--- src/rtl/bn_defs_pkg.sv ---
// Shared definitions for the get_best_neighbor scanner.
// Holds the FSM state encoding, the sentinel Q / hop values, the
// table byte offsets and a signed-compare helper.
package bn_defs_pkg;

  localparam int unsigned WORD_W = 16;

  typedef enum logic [2:0] {
    ST_IDLE  = 3'd0,
    ST_CNT_A = 3'd1,
    ST_CNT_D = 3'd2,
    ST_ID_A  = 3'd3,
    ST_ID_D  = 3'd4,
    ST_Q_A   = 3'd5,
    ST_Q_D   = 3'd6,
    ST_DONE  = 3'd7
  } state_e;

  // Lowest signed Q value; also the "no best yet" marker.
  localparam logic [WORD_W-1:0] Q_MIN  = 16'h8000;
  // Hop ID reported when no entry has won.
  localparam logic [WORD_W-1:0] NO_HOP = 16'hFFFF;

  // Byte offsets from the table base (entry 0 for ID and Q).
  localparam logic [WORD_W-1:0] CNT_OFF = 16'd0;
  localparam logic [WORD_W-1:0] ID_OFF  = 16'd2;
  localparam logic [WORD_W-1:0] Q_OFF   = 16'd4;

  // Strict signed greater-than on 16-bit Q values.
  function automatic logic q_gt(input logic [WORD_W-1:0] a, input logic [WORD_W-1:0] b);
    return $signed(a) > $signed(b);
  endfunction

endpackage

--- src/rtl/get_best_neighbor_q_max_cmp.sv ---
// q_max_cmp: combinational signed compare-and-select of a candidate
// against the running best (and, with RUNNER_UP_EN, the runner-up).
// Macro: RUNNER_UP_EN adds the runner-up inputs/outputs.
// Ports:
//   best_q_i/best_id_i   running best Q and its ID
//   cand_q_i/cand_id_i   candidate Q and ID
//   sec_q_i/sec_id_i     running runner-up (RUNNER_UP_EN only)
//   best_q_o/best_id_o   updated best
//   sec_q_o/sec_id_o     updated runner-up (RUNNER_UP_EN only)
module q_max_cmp
  import bn_defs_pkg::*;
(
  input  logic [15:0] best_q_i,
  input  logic [15:0] best_id_i,
  input  logic [15:0] cand_q_i,
  input  logic [15:0] cand_id_i,
`ifdef RUNNER_UP_EN
  input  logic [15:0] sec_q_i,
  input  logic [15:0] sec_id_i,
  output logic [15:0] sec_q_o,
  output logic [15:0] sec_id_o,
`endif
  output logic [15:0] best_q_o,
  output logic [15:0] best_id_o
);

  // Strict compare keeps the earliest entry on ties.
  always_comb begin
    best_q_o  = best_q_i;
    best_id_o = best_id_i;
`ifdef RUNNER_UP_EN
    sec_q_o   = sec_q_i;
    sec_id_o  = sec_id_i;
`endif
    if (q_gt(cand_q_i, best_q_i)) begin
      best_q_o  = cand_q_i;
      best_id_o = cand_id_i;
`ifdef RUNNER_UP_EN
      // Displaced best becomes the runner-up.
      sec_q_o   = best_q_i;
      sec_id_o  = best_id_i;
    end else if (q_gt(cand_q_i, sec_q_i)) begin
      sec_q_o   = cand_q_i;
      sec_id_o  = cand_id_i;
`endif
    end
  end

endmodule

--- src/rtl/get_best_neighbor.sv ---
// get_best_neighbor: read-only scanner over the neighbor table in the
// shared 16-bit-word memory. On start it reads the entry count, walks
// min(count, MAX_NEIGHBORS) (ID, Q) entries and reports the entry with
// the highest signed Q.
// Macro: RUNNER_UP_EN adds second_hop/second_q outputs.
// Ports:
//   clock, rst         clock and synchronous active-high reset
//   start              begin a scan (only honoured in IDLE)
//   address, wr_en     memory byte address (registered), write enable (0)
//   mem_data_out       memory read word, valid the cycle after address
//   nexthop, best_q    ID and Q of the best entry
//   valid              at least one entry was scanned
//   busy, done         scan in progress / one-cycle completion pulse
//   second_hop, second_q  runner-up ID and Q (RUNNER_UP_EN only)
module get_best_neighbor
  import bn_defs_pkg::*;
#(
  parameter logic [15:0] TABLE_BASE    = 16'h0400,
  parameter int unsigned MAX_NEIGHBORS = 16,
  parameter int unsigned ENTRY_BYTES   = 4
) (
  input  logic        clock,
  input  logic        rst,
  input  logic        start,
  output logic [15:0] address,
  output logic        wr_en,
  input  logic [15:0] mem_data_out,
  output logic [15:0] nexthop,
  output logic [15:0] best_q,
  output logic        valid,
  output logic        busy,
`ifdef RUNNER_UP_EN
  output logic [15:0] second_hop,
  output logic [15:0] second_q,
`endif
  output logic        done
);

  localparam logic [15:0] MAX_N     = 16'(MAX_NEIGHBORS);
  localparam logic [15:0] STRIDE    = 16'(ENTRY_BYTES);
  localparam logic [15:0] ID_TO_Q   = Q_OFF - ID_OFF;

  state_e      state_q, state_d;
  logic [15:0] address_q, address_d;
  logic [15:0] n_q, n_d;
  logic [15:0] idx_q, idx_d;
  logic [15:0] cand_id_q, cand_id_d;
  logic [15:0] run_best_q, run_best_d;
  logic [15:0] run_id_q, run_id_d;
  logic [15:0] nexthop_q, nexthop_d;
  logic [15:0] out_best_q, out_best_d;
  logic        valid_q, valid_d;
  logic        busy_q, busy_d;
  logic        done_q, done_d;
  logic [15:0] cnt_clamped;
  logic [15:0] cmp_best_q, cmp_best_id;
`ifdef RUNNER_UP_EN
  logic [15:0] sec_best_q, sec_best_d;
  logic [15:0] sec_id_q, sec_id_d;
  logic [15:0] out_sec_hop_q, out_sec_hop_d;
  logic [15:0] out_sec_q_q, out_sec_q_d;
  logic [15:0] cmp_sec_q, cmp_sec_id;
`endif

  // Candidate Q arrives on mem_data_out while in ST_Q_D.
  q_max_cmp u_cmp (
    .best_q_i  (run_best_q),
    .best_id_i (run_id_q),
    .cand_q_i  (mem_data_out),
    .cand_id_i (cand_id_q),
`ifdef RUNNER_UP_EN
    .sec_q_i   (sec_best_q),
    .sec_id_i  (sec_id_q),
    .sec_q_o   (cmp_sec_q),
    .sec_id_o  (cmp_sec_id),
`endif
    .best_q_o  (cmp_best_q),
    .best_id_o (cmp_best_id)
  );

  // Count word is unsigned; clamp to the scan limit.
  assign cnt_clamped = (mem_data_out > MAX_N) ? MAX_N : mem_data_out;

  // Next-state and datapath update.
  always_comb begin
    state_d    = state_q;
    address_d  = address_q;
    n_d        = n_q;
    idx_d      = idx_q;
    cand_id_d  = cand_id_q;
    run_best_d = run_best_q;
    run_id_d   = run_id_q;
    nexthop_d  = nexthop_q;
    out_best_d = out_best_q;
    valid_d    = valid_q;
    done_d     = 1'b0;
`ifdef RUNNER_UP_EN
    sec_best_d    = sec_best_q;
    sec_id_d      = sec_id_q;
    out_sec_hop_d = out_sec_hop_q;
    out_sec_q_d   = out_sec_q_q;
`endif

    unique case (state_q)
      ST_IDLE: begin
        if (start) begin
          state_d    = ST_CNT_A;
          address_d  = TABLE_BASE + CNT_OFF;
          run_best_d = Q_MIN;
          run_id_d   = NO_HOP;
          idx_d      = 16'd0;
`ifdef RUNNER_UP_EN
          sec_best_d = Q_MIN;
          sec_id_d   = NO_HOP;
`endif
        end
      end
      ST_CNT_A: state_d = ST_CNT_D;
      ST_CNT_D: begin
        n_d   = cnt_clamped;
        idx_d = 16'd0;
        if (cnt_clamped == 16'd0) begin
          state_d = ST_DONE;
        end else begin
          state_d   = ST_ID_A;
          address_d = TABLE_BASE + ID_OFF;
        end
      end
      ST_ID_A: state_d = ST_ID_D;
      ST_ID_D: begin
        cand_id_d = mem_data_out;
        state_d   = ST_Q_A;
        address_d = address_q + ID_TO_Q;
      end
      ST_Q_A: state_d = ST_Q_D;
      ST_Q_D: begin
        run_best_d = cmp_best_q;
        run_id_d   = cmp_best_id;
`ifdef RUNNER_UP_EN
        sec_best_d = cmp_sec_q;
        sec_id_d   = cmp_sec_id;
`endif
        idx_d = idx_q + 16'd1;
        if (idx_d == n_q) begin
          state_d = ST_DONE;
        end else begin
          state_d   = ST_ID_A;
          // Step from this entry's Q word to the next entry's ID word.
          address_d = address_q - ID_TO_Q + STRIDE;
        end
      end
      ST_DONE: state_d = ST_IDLE;
      default: state_d = ST_IDLE;
    endcase

    // Results publish on entry to DONE so they coincide with the done pulse.
    if (state_d == ST_DONE) begin
      done_d     = 1'b1;
      nexthop_d  = run_id_d;
      out_best_d = run_best_d;
      valid_d    = (n_d != 16'd0);
`ifdef RUNNER_UP_EN
      out_sec_hop_d = sec_id_d;
      out_sec_q_d   = sec_best_d;
`endif
    end

    busy_d = (state_d != ST_IDLE);
  end

  // State and output registers.
  always_ff @(posedge clock) begin
    if (rst) begin
      state_q    <= ST_IDLE;
      address_q  <= 16'd0;
      n_q        <= 16'd0;
      idx_q      <= 16'd0;
      cand_id_q  <= NO_HOP;
      run_best_q <= Q_MIN;
      run_id_q   <= NO_HOP;
      nexthop_q  <= NO_HOP;
      out_best_q <= Q_MIN;
      valid_q    <= 1'b0;
      busy_q     <= 1'b0;
      done_q     <= 1'b0;
`ifdef RUNNER_UP_EN
      sec_best_q    <= Q_MIN;
      sec_id_q      <= NO_HOP;
      out_sec_hop_q <= NO_HOP;
      out_sec_q_q   <= Q_MIN;
`endif
    end else begin
      state_q    <= state_d;
      address_q  <= address_d;
      n_q        <= n_d;
      idx_q      <= idx_d;
      cand_id_q  <= cand_id_d;
      run_best_q <= run_best_d;
      run_id_q   <= run_id_d;
      nexthop_q  <= nexthop_d;
      out_best_q <= out_best_d;
      valid_q    <= valid_d;
      busy_q     <= busy_d;
      done_q     <= done_d;
`ifdef RUNNER_UP_EN
      sec_best_q    <= sec_best_d;
      sec_id_q      <= sec_id_d;
      out_sec_hop_q <= out_sec_hop_d;
      out_sec_q_q   <= out_sec_q_d;
`endif
    end
  end

  assign address = address_q;
  assign wr_en   = 1'b0;
  assign nexthop = nexthop_q;
  assign best_q  = out_best_q;
  assign valid   = valid_q;
  assign busy    = busy_q;
  assign done    = done_q;
`ifdef RUNNER_UP_EN
  assign second_hop = out_sec_hop_q;
  assign second_q   = out_sec_q_q;
`endif

endmodule
--- config.mk ---
export PLATFORM = sky130hd
export DESIGN_NAME = get_best_neighbor
export DESIGN_NICKNAME = d
export VERILOG_FILES = /design/src/rtl/bn_defs_pkg.sv /design/src/rtl/get_best_neighbor_q_max_cmp.sv /design/src/rtl/get_best_neighbor.sv
export SDC_FILE = /design/constraint.sdc
export NUM_CORES = 1
export LEC_CHECK = 0
export BUFFER_PORTS_ARGS = -buffer_cell sky130_fd_sc_hd__buf_2
export CAP_MARGIN = 20
export CORE_ASPECT_RATIO = 0.75
export CORE_MARGIN = 4
export CORE_UTILIZATION = 59
export CTS_CLUSTER_DIAMETER = 60
export DETAILED_ROUTE_END_ITERATION = 10
export PLACE_DENSITY = 0.91
export SKIP_LAST_GASP = 1
export SYNTH_ARGS = -nofsm -noshare
export SYNTH_HDL_FRONTEND = slang
export SYNTH_SLANG_ARGS = --single-unit
--- constraint.sdc ---
create_clock -name clock -period 3.7 [get_ports clock]
set_input_delay 0 -clock clock [delete_from_list [all_inputs] [get_ports clock]]
set_output_delay 0 -clock clock [all_outputs]
set_load 0.02 [all_outputs]
==> results of run 1 <==
[power by group]
group	switching, uW	leakage (uW)	total [uW]	internal (uW)
registers	38.1	0.00108	1520	1480
logic	262	0.00187	385	123
clock network	701	0.000279	1710	1010
[kinds of logic after synthesis]
| logic type | Yosys count |
|---|---|
| compound gates | 205 |
| fa+ha+maj | 18 |
| other cells | 1 |
| flops | 134 |
| mux | 16 |
| buf+inv | 87 |
| xor+xnor | 19 |
| simple gates | 308 |
[cells in the final DEF, fill, tap and decap left out, types with 17 or more instances in the layout]
| cell type | instances |
|---|---|
| inv_1 | 22 |
| nand3_1 | 44 |
| dfxtp_1 | 134 |
| o21ai_0 | 36 |
| nand2_1 | 92 |
| clkbuf_16 | 17 |
| buf_2 | 69 |
| buf_4 | 17 |
| nor2_1 | 57 |
| a21oi_1 | 70 |
| nor4_1 | 24 |
| ha_1 | 18 |
[layout make-up]
type / instances / area share, %
Multi-Input combinational cell: 567 / 45.63
Tap cell: 140 / 2.284
Sequential cell: 134 / 34.98
Clock buffer: 17 / 5.546
Inverter: 23 / 1.126
Timing Repair Buffer: 102 / 8.254
Clock inverter: 15 / 2.186
[synth_stat cells, types with 8 or more instances]
cell type,count,area share [%]
mux2i_1,16,2.4
nor4_1,24,2.3
nor2_1,57,3.3
a21oi_1,70,5.3
a41oi_1,15,2.0
ha_1,18,3.4
inv_1,23,1.3
dfxtp_1,134,41
nand3_1,44,3.4
nand2_1,92,5.3
clkbuf_1,39,2.2
and3_1,16,1.5
buf_2,10,0.76
nor3_1,18,1.4
xnor2_1,11,1.5
o21ai_0,36,2.7
a31oi_1,10,0.95
o31ai_1,16,1.8
nand4_1,9,0.86
xor2_1,8,1.1
[through the flow]
stage                     cells  hold slack [ps]  power, uW
final                       998            183.7       3611
after floorplan             788            124.1       1780
after global routing        998            208.7       3717
after global placement      950            272.2       1884
after CTS                   998            149.9       3587
after detailed placement    950            272.5       1899
[worst max-delay path by stage]
stage | from | endpoint | cells past startpoint | slack, ps
after floorplan | idx_q[0]$_SDFFE_PP0P_ | nexthop[0]$_SDFFE_PP1N_ | 10 | 980
after global placement | idx_q[0]$_SDFFE_PP0P_ | nexthop[15]$_SDFFE_PP1N_ | 8 | 670
after detailed placement | idx_q[0]$_SDFFE_PP0P_ | nexthop[9]$_SDFFE_PP1N_ | 8 | 540
after CTS | idx_q[0]$_SDFFE_PP0P_ | nexthop[5]$_SDFFE_PP1N_ | 8 | 490
after global routing | idx_q[0]$_SDFFE_PP0P_ | nexthop[5]$_SDFFE_PP1N_ | 8 | 300
final | idx_q[0]$_SDFFE_PP0P_ | best_q[14]$_SDFFE_PP0N_ | 8 | 460
[routing by layer]
layer  global-route usage [%]  part of all wire (%)  vias to the layer above
met5                        0                     0                        -
met3                    8.320                    13                       83
li1                         -                     -                     2992
met4                    11.18                   3.4                        0
met1                    42.01                    41                     3032
met2                    43.60                    43                      487
[sequential cells by signal (all words and copies together) (netlist names)]
signal      flops
valid           1
best_q         16
nexthop        16
done            1
address        16
cand_id_q      16
idx_q          16
n_q            16
state_q         3
run_id_q       16
run_best_q     16
busy            1
[worst max-delay path, delay by kind of cell (launching register included)]
| kind | cells | cell delay (ps) |
|---|---|---|
| adder cells (fa/ha/maj) | 1 | 380 |
| AO/OA/AOI/OAI | 2 | 660 |
| flip-flops | 1 | 460 |
| XOR/XNOR | 1 | 110 |
| AND/OR/NAND/NOR | 4 | 1460 |
==> impl_results.md, run 1 <==
- Outcome: finished, final reports clean
- Hold Path Stages: 3
- DP Wirelength: ~12000 microns
- RR Endpoint: best_q[14]$_SDFFE_PP0N_
- Die Y: just under 100 microns
- Global route overflow: 0
- Share of cells above drive strength 1: 16.32%
- Critical Path Slowest Stage Cell: or4_4
- Row Count: 33
- Critical path type: reg -> reg
- Setup TNS: 0 ps
- Main combinational cell family by area after synthesis: simple AND/OR/NAND/NOR gates
- Place WS: between 500 and 600 ps
- HP Class: in -> reg
- Total CTS buffers: 17
- Relative max-transition margin: roughly a third
- Simple-gate area share of the yosys netlist: roughly 24%
- Critical path data required time: between 3000 and 4000 ps
- DRT iter0 DRCs: approximately 830
- Placed inst area: approximately 6900 sq um
- Worst-path fanout max: 28
- Htree depth: 4
- RSZ-0062 raised after global routing: no
- Largest net degree at the start of global routing: a little over 70
- Vias in the first global route: approximately 6000
- Register area: about 2700 sq um
- FMAX: around 300 MHz
- EDFF count, synth: 0
- Mean Syn Cell Area: between 8 and 9 sq um
- Sink Count: 134
- Die Area: ~13000 sq um
- Final nets: between 800 and 900
- Io pins: 71
- #FFs+latches synth: 134
- Skew-Pair Late Insertion Delay: ~430 ps
- CTS clk-pin slew, worst paths: approximately 70 ps
- Wire length per cell: a little under 20 microns
- Syn Nets: 825
- Synth async-reset ratio: 0%
- CTS tree: done
- Detailed-route via count: 6594
- Reg2Reg Depth: 8
- Mapped Cells: about 790
- Post-synth cell types: between 70 and 80
- Chip width: around 130 microns
- CP Cell Sequence: ha_1 > nand4_2 > nor3_2 > xnor2_1 > a2111o_1 > or4_4 > nand2_4 > a21oi_1
- DR pass1 iterations: 6
- Vias/cell: between 6 and 7
- Critical path arrival: ~3500 ps
- Initial antenna violation count: 0
- Maxcap violations: 0
- Layout area overhead: 16.96%
- Post-CTS sizing: 0
- Area taken by multi-input logic gates: between 3000 and 4000 sq um
- Drt total wl: a little under 20000 microns
- P_leak: around 0.0032 uW
- Setup slack after layout: 463.1 ps
- PwrDens: 470.8 nW/um^2
- Final setup fails: 0
- CP endpoint kind: flip-flop
- Core area: ~11000 sq um
- First-pass GRT wire length: around 31000 microns
- Post-route cell area: between 7000 and 8000 sq um
- Initial Util: 60.16%
- Period Utilization, post-route: around 87%
- Worst hold start: rst
- CP Launch Type: flip-flop
- PortBufs: roughly 70
- Clock root buffer: clkbuf_16
- Post-layout util: a little over two thirds
- Post-Synth Adder-Cell Area: roughly 3.4%
- Max-slew violation count: 0
- GRT Total Usage: about 30%
- Diode count: 0
- XOR/XNOR share of the synthesized area: 2.538%
- Hold Vio Cnt, Final: 0
- Worst r2r src: idx_q[0]$_SDFFE_PP0P_
- CTS max path bufs: 2
- Fillers: between 700 and 800
- Multiplexer share of the synthesized area: 2.442%
- DRC Markers: 0
- Worst VDD drop: approximately 0.41 mV
- Worst Tran Pin Value: 1007 ps
- Synthesized cell area: about 6600 sq um
- WHS Endpoint: run_id_q[6]$_SDFF_PP1_
- Register area share after synthesis: 40.91%
- Max incr delay on CP: ~620 ps
- Crit path time final: between 3000 and 4000 ps
- Final ANT Viol Nets: 0
- Synth Area in Compound Gates: 20.28%
- Synthesis Warnings: 0
- Routability congestion estimate: approximately 0.95
- Post-CTS Hold Fix Bufs: 16
- Worst Clk Skew: between 10 and 15 ps
- R2r setup slk: 460 ps
- Synth Flop Type: dfxtp_1
- Post-CTS Setup Bufs: 0
No activity file was read; power rests on OpenSTA's default activity.
==> inputs of run 2 (changes only) <==
==> constraint.sdc (replaced) <==
create_clock -name clock -period 3.5 [get_ports clock]
set_input_delay 0 -clock clock [delete_from_list [all_inputs] [get_ports clock]]
set_output_delay 0 -clock clock [all_outputs]
set_load 0.02 [all_outputs]
==> impl_results.md, run 2 (synthesis results as in run 1) <==
- Outcome: finished, final reports clean (unchanged)
- FMAX: 308.9 MHz (about the same)
- Initial antenna violation count: 1 (was 0)
- DRC Markers: 0 (unchanged)
- Vias/cell: 6.653 (was 6.607)
- Post-route cell area: 7699 sq um (was 7670 sq um)
- Most frequent cells in the layout: dfxtp_1, nand2_1, a21oi_1 (unchanged)
- Chip width: 129.7 microns (unchanged)
- Largest net degree at the start of global routing: 72 (unchanged)
- Routability congestion estimate: 0.9687 (was 0.9463)
- GRT Total Usage: 30.56% (was 29.81%)
- Worst Tran Pin Value: 937.2 ps (was 1007 ps)
- Vias in the first global route: 6068 (was 6026)
- Relative max-transition margin: 37.29% (was 32.62%)
- Share of cells above drive strength 1: 16.32% (unchanged)
- Switching part of the total power: 26.95% (was 27.73%)
- Layout area overhead: 17.40% (was 16.96%)
- Die Y: 99.30 microns (unchanged)
- Total CTS buffers: 17 (unchanged)
- Placed inst area: 6929 sq um (was 6917 sq um)
- CTS tree: done (unchanged)
- Sequential power share: 41.5% (was 42.1%)
- Final Hold Slack: 153.6 ps (was 183.7 ps)
- Combinational share of power: 11.0% (was 10.7%)
- Wire length per cell: 19.36 microns (was 19.40 microns)
- Period Utilization, post-route: 92.50% (was 87.48%)
- Initial Util: 60.16% (unchanged)
- Io pins: 71 (unchanged)
- Worst Setup SP: idx_q[0]$_SDFFE_PP0P_ (unchanged)
- Worst r2r src: idx_q[0]$_SDFFE_PP0P_ (unchanged)
- Critical path data required time: 3770 ps (was 3970 ps)
- CTS clk-pin slew, worst paths: 70 ps (about the same)
- Critical path arrival: 3510 ps (was 3500 ps)
- Drt total wl: 19340 microns (was 19360 microns)
- Critical path type: reg -> reg (unchanged)
- CTS max path bufs: 2 (unchanged)
- PortBufs: 69 (unchanged)
- Final nets: 882 (unchanged)
- Power Internal: 2815 uW (was 2610 uW)
- Clock root buffer: clkbuf_16 (unchanged)
- Non-filler cells in the finished layout: 999 (was 998)
- Final setup fails: 0 (unchanged)
- Die Area: 12880 sq um (unchanged)
- Setup TNS: 0 ps (unchanged)
- Cell count after placement: 950 (unchanged)
- First-pass GRT wire length: 31370 microns (was 30710 microns)
- DP Wirelength: 11940 microns (was 12070 microns)
- Maxcap violations: 0 (unchanged)
- Htree depth: 4 (unchanged)
- Final ANT Viol Nets: 0 (unchanged)
- Core area: 10900 sq um (unchanged)
- Most common cell after layout, fill and taps aside: dfxtp_1 (unchanged)
- RSZ-0062 raised after global routing: no (unchanged)
- Crit path time final: 3238 ps (was 3237 ps)
- Skew-Pair Late Insertion Delay: 430 ps (about the same)
- CP Launch Type: flip-flop (unchanged)
- Max-slew violation count: 0 (unchanged)
- PwrDens: 500.5 nW/um^2 (was 470.8 nW/um^2)
- P_leak: 0.003251 uW (was 0.003237 uW)
- CP endpoint kind: flip-flop (unchanged)
- Global route overflow: 0 (unchanged)
- Row Count: 33 (unchanged)
- Clock Power Share: 47.5% (was 47.3%)
- Sink Count: 134 (unchanged)
- Worst VDD drop: 0.4299 mV (was 0.4065 mV)
- Hold Vio Cnt, Final: 0 (unchanged)
- Worst-path fanout max: 28 (unchanged)
- P_sw: 1039 uW (was 1001 uW)
- Worst Clk Skew: 11.16 ps (was 10.28 ps)
- DR pass1 iterations: 6 (unchanged)
- Worst hold start: rst (unchanged)
- Detailed-route via count: 6646 (was 6594)
- DRT iter0 DRCs: 932 (was 825)
- HP Class: in -> reg (unchanged)
==> run 2: cell types whose count changed in the layout (fill, tap and decap cells not counted) <==
| cell | change |
|---|---|
| inv_6 | +1 |
| inv_8 | -1 |
| buf_12 | +1 |
| diode_2 | +1 |
| buf_4 | -1 |
| clkinv_4 | -2 |
| clkinvlp_4 | -1 |
| clkbuf_8 | +3 |
==> run 2: final cells by class <==
type                    instances  area [sq um]
well taps                     140         175.2
fillers                       744          3202
flip-flops and latches        134          2683
repair buffers                102         645.6
clock inverters                12         140.1
multi-input cells             567          3500
clock buffers                  20         466.7
diodes                          1         2.502
inverters                      23         86.33
==> run 2: through the flow <==
step	setup WS (ps)	utilization, %	total power (uW)
5_1_grt	132.4	70.63	3966
3_3_place_gp	492.4	63.57	1995
3_5_place_dp	344.9	63.57	2009
6_report	262.4	70.63	3853
4_1_cts	355.3	70.60	3826
2_1_floorplan	779.5	-	1881
==> run 2: final timing paths <==
kind	end	slack (ps)	depth (start not counted)
setup / recovery	best_q[15]$_SDFFE_PP1N_	260	8
hold reg to reg	address[0]$_SDFFE_PP0P_	450	1
hold / removal	nexthop[1]$_SDFFE_PP1N_	150	3
setup reg to reg	best_q[15]$_SDFFE_PP1N_	260	8
==> run 2: metal layers <==
layer,GRT usage [%],wire length [microns],up-vias
met5,0,0,-
met4,13.18,734,0
met3,7.622,2237,93
met2,43.92,8280,471
met1,43.63,8087,3089
li1,-,-,2993
==> run 2: power groups by stage <==
| stage | clock network, uW | registers [uW] | logic, uW |
|---|---|---|---|
| 2_1_floorplan | 0 | 1620 | 259 |
| 5_1_grt | 1910 | 1600 | 453 |
| 3_5_place_dp | 0 | 1630 | 379 |
| 6_report | 1830 | 1600 | 424 |
| 4_1_cts | 1830 | 1600 | 402 |
| 3_3_place_gp | 0 | 1630 | 368 |
==> run 2: timing repair <==
item | 4_1_cts | 5_1_grt
setup buffers | 0 | 0
hold endpoints to repair | 41 | 0
gates resized for setup | 0 | 0
hold buffers | 16 | 0
==> run 2: critical path: stages (launching register included) <==
cell and delay (ps):
dfxtp_1 450, ha_1 360, nand4_2 250, nor3_2 350, xnor2_1 140, a2111o_1 350
or4_4 620, nand2_4 350, a41oi_1 200
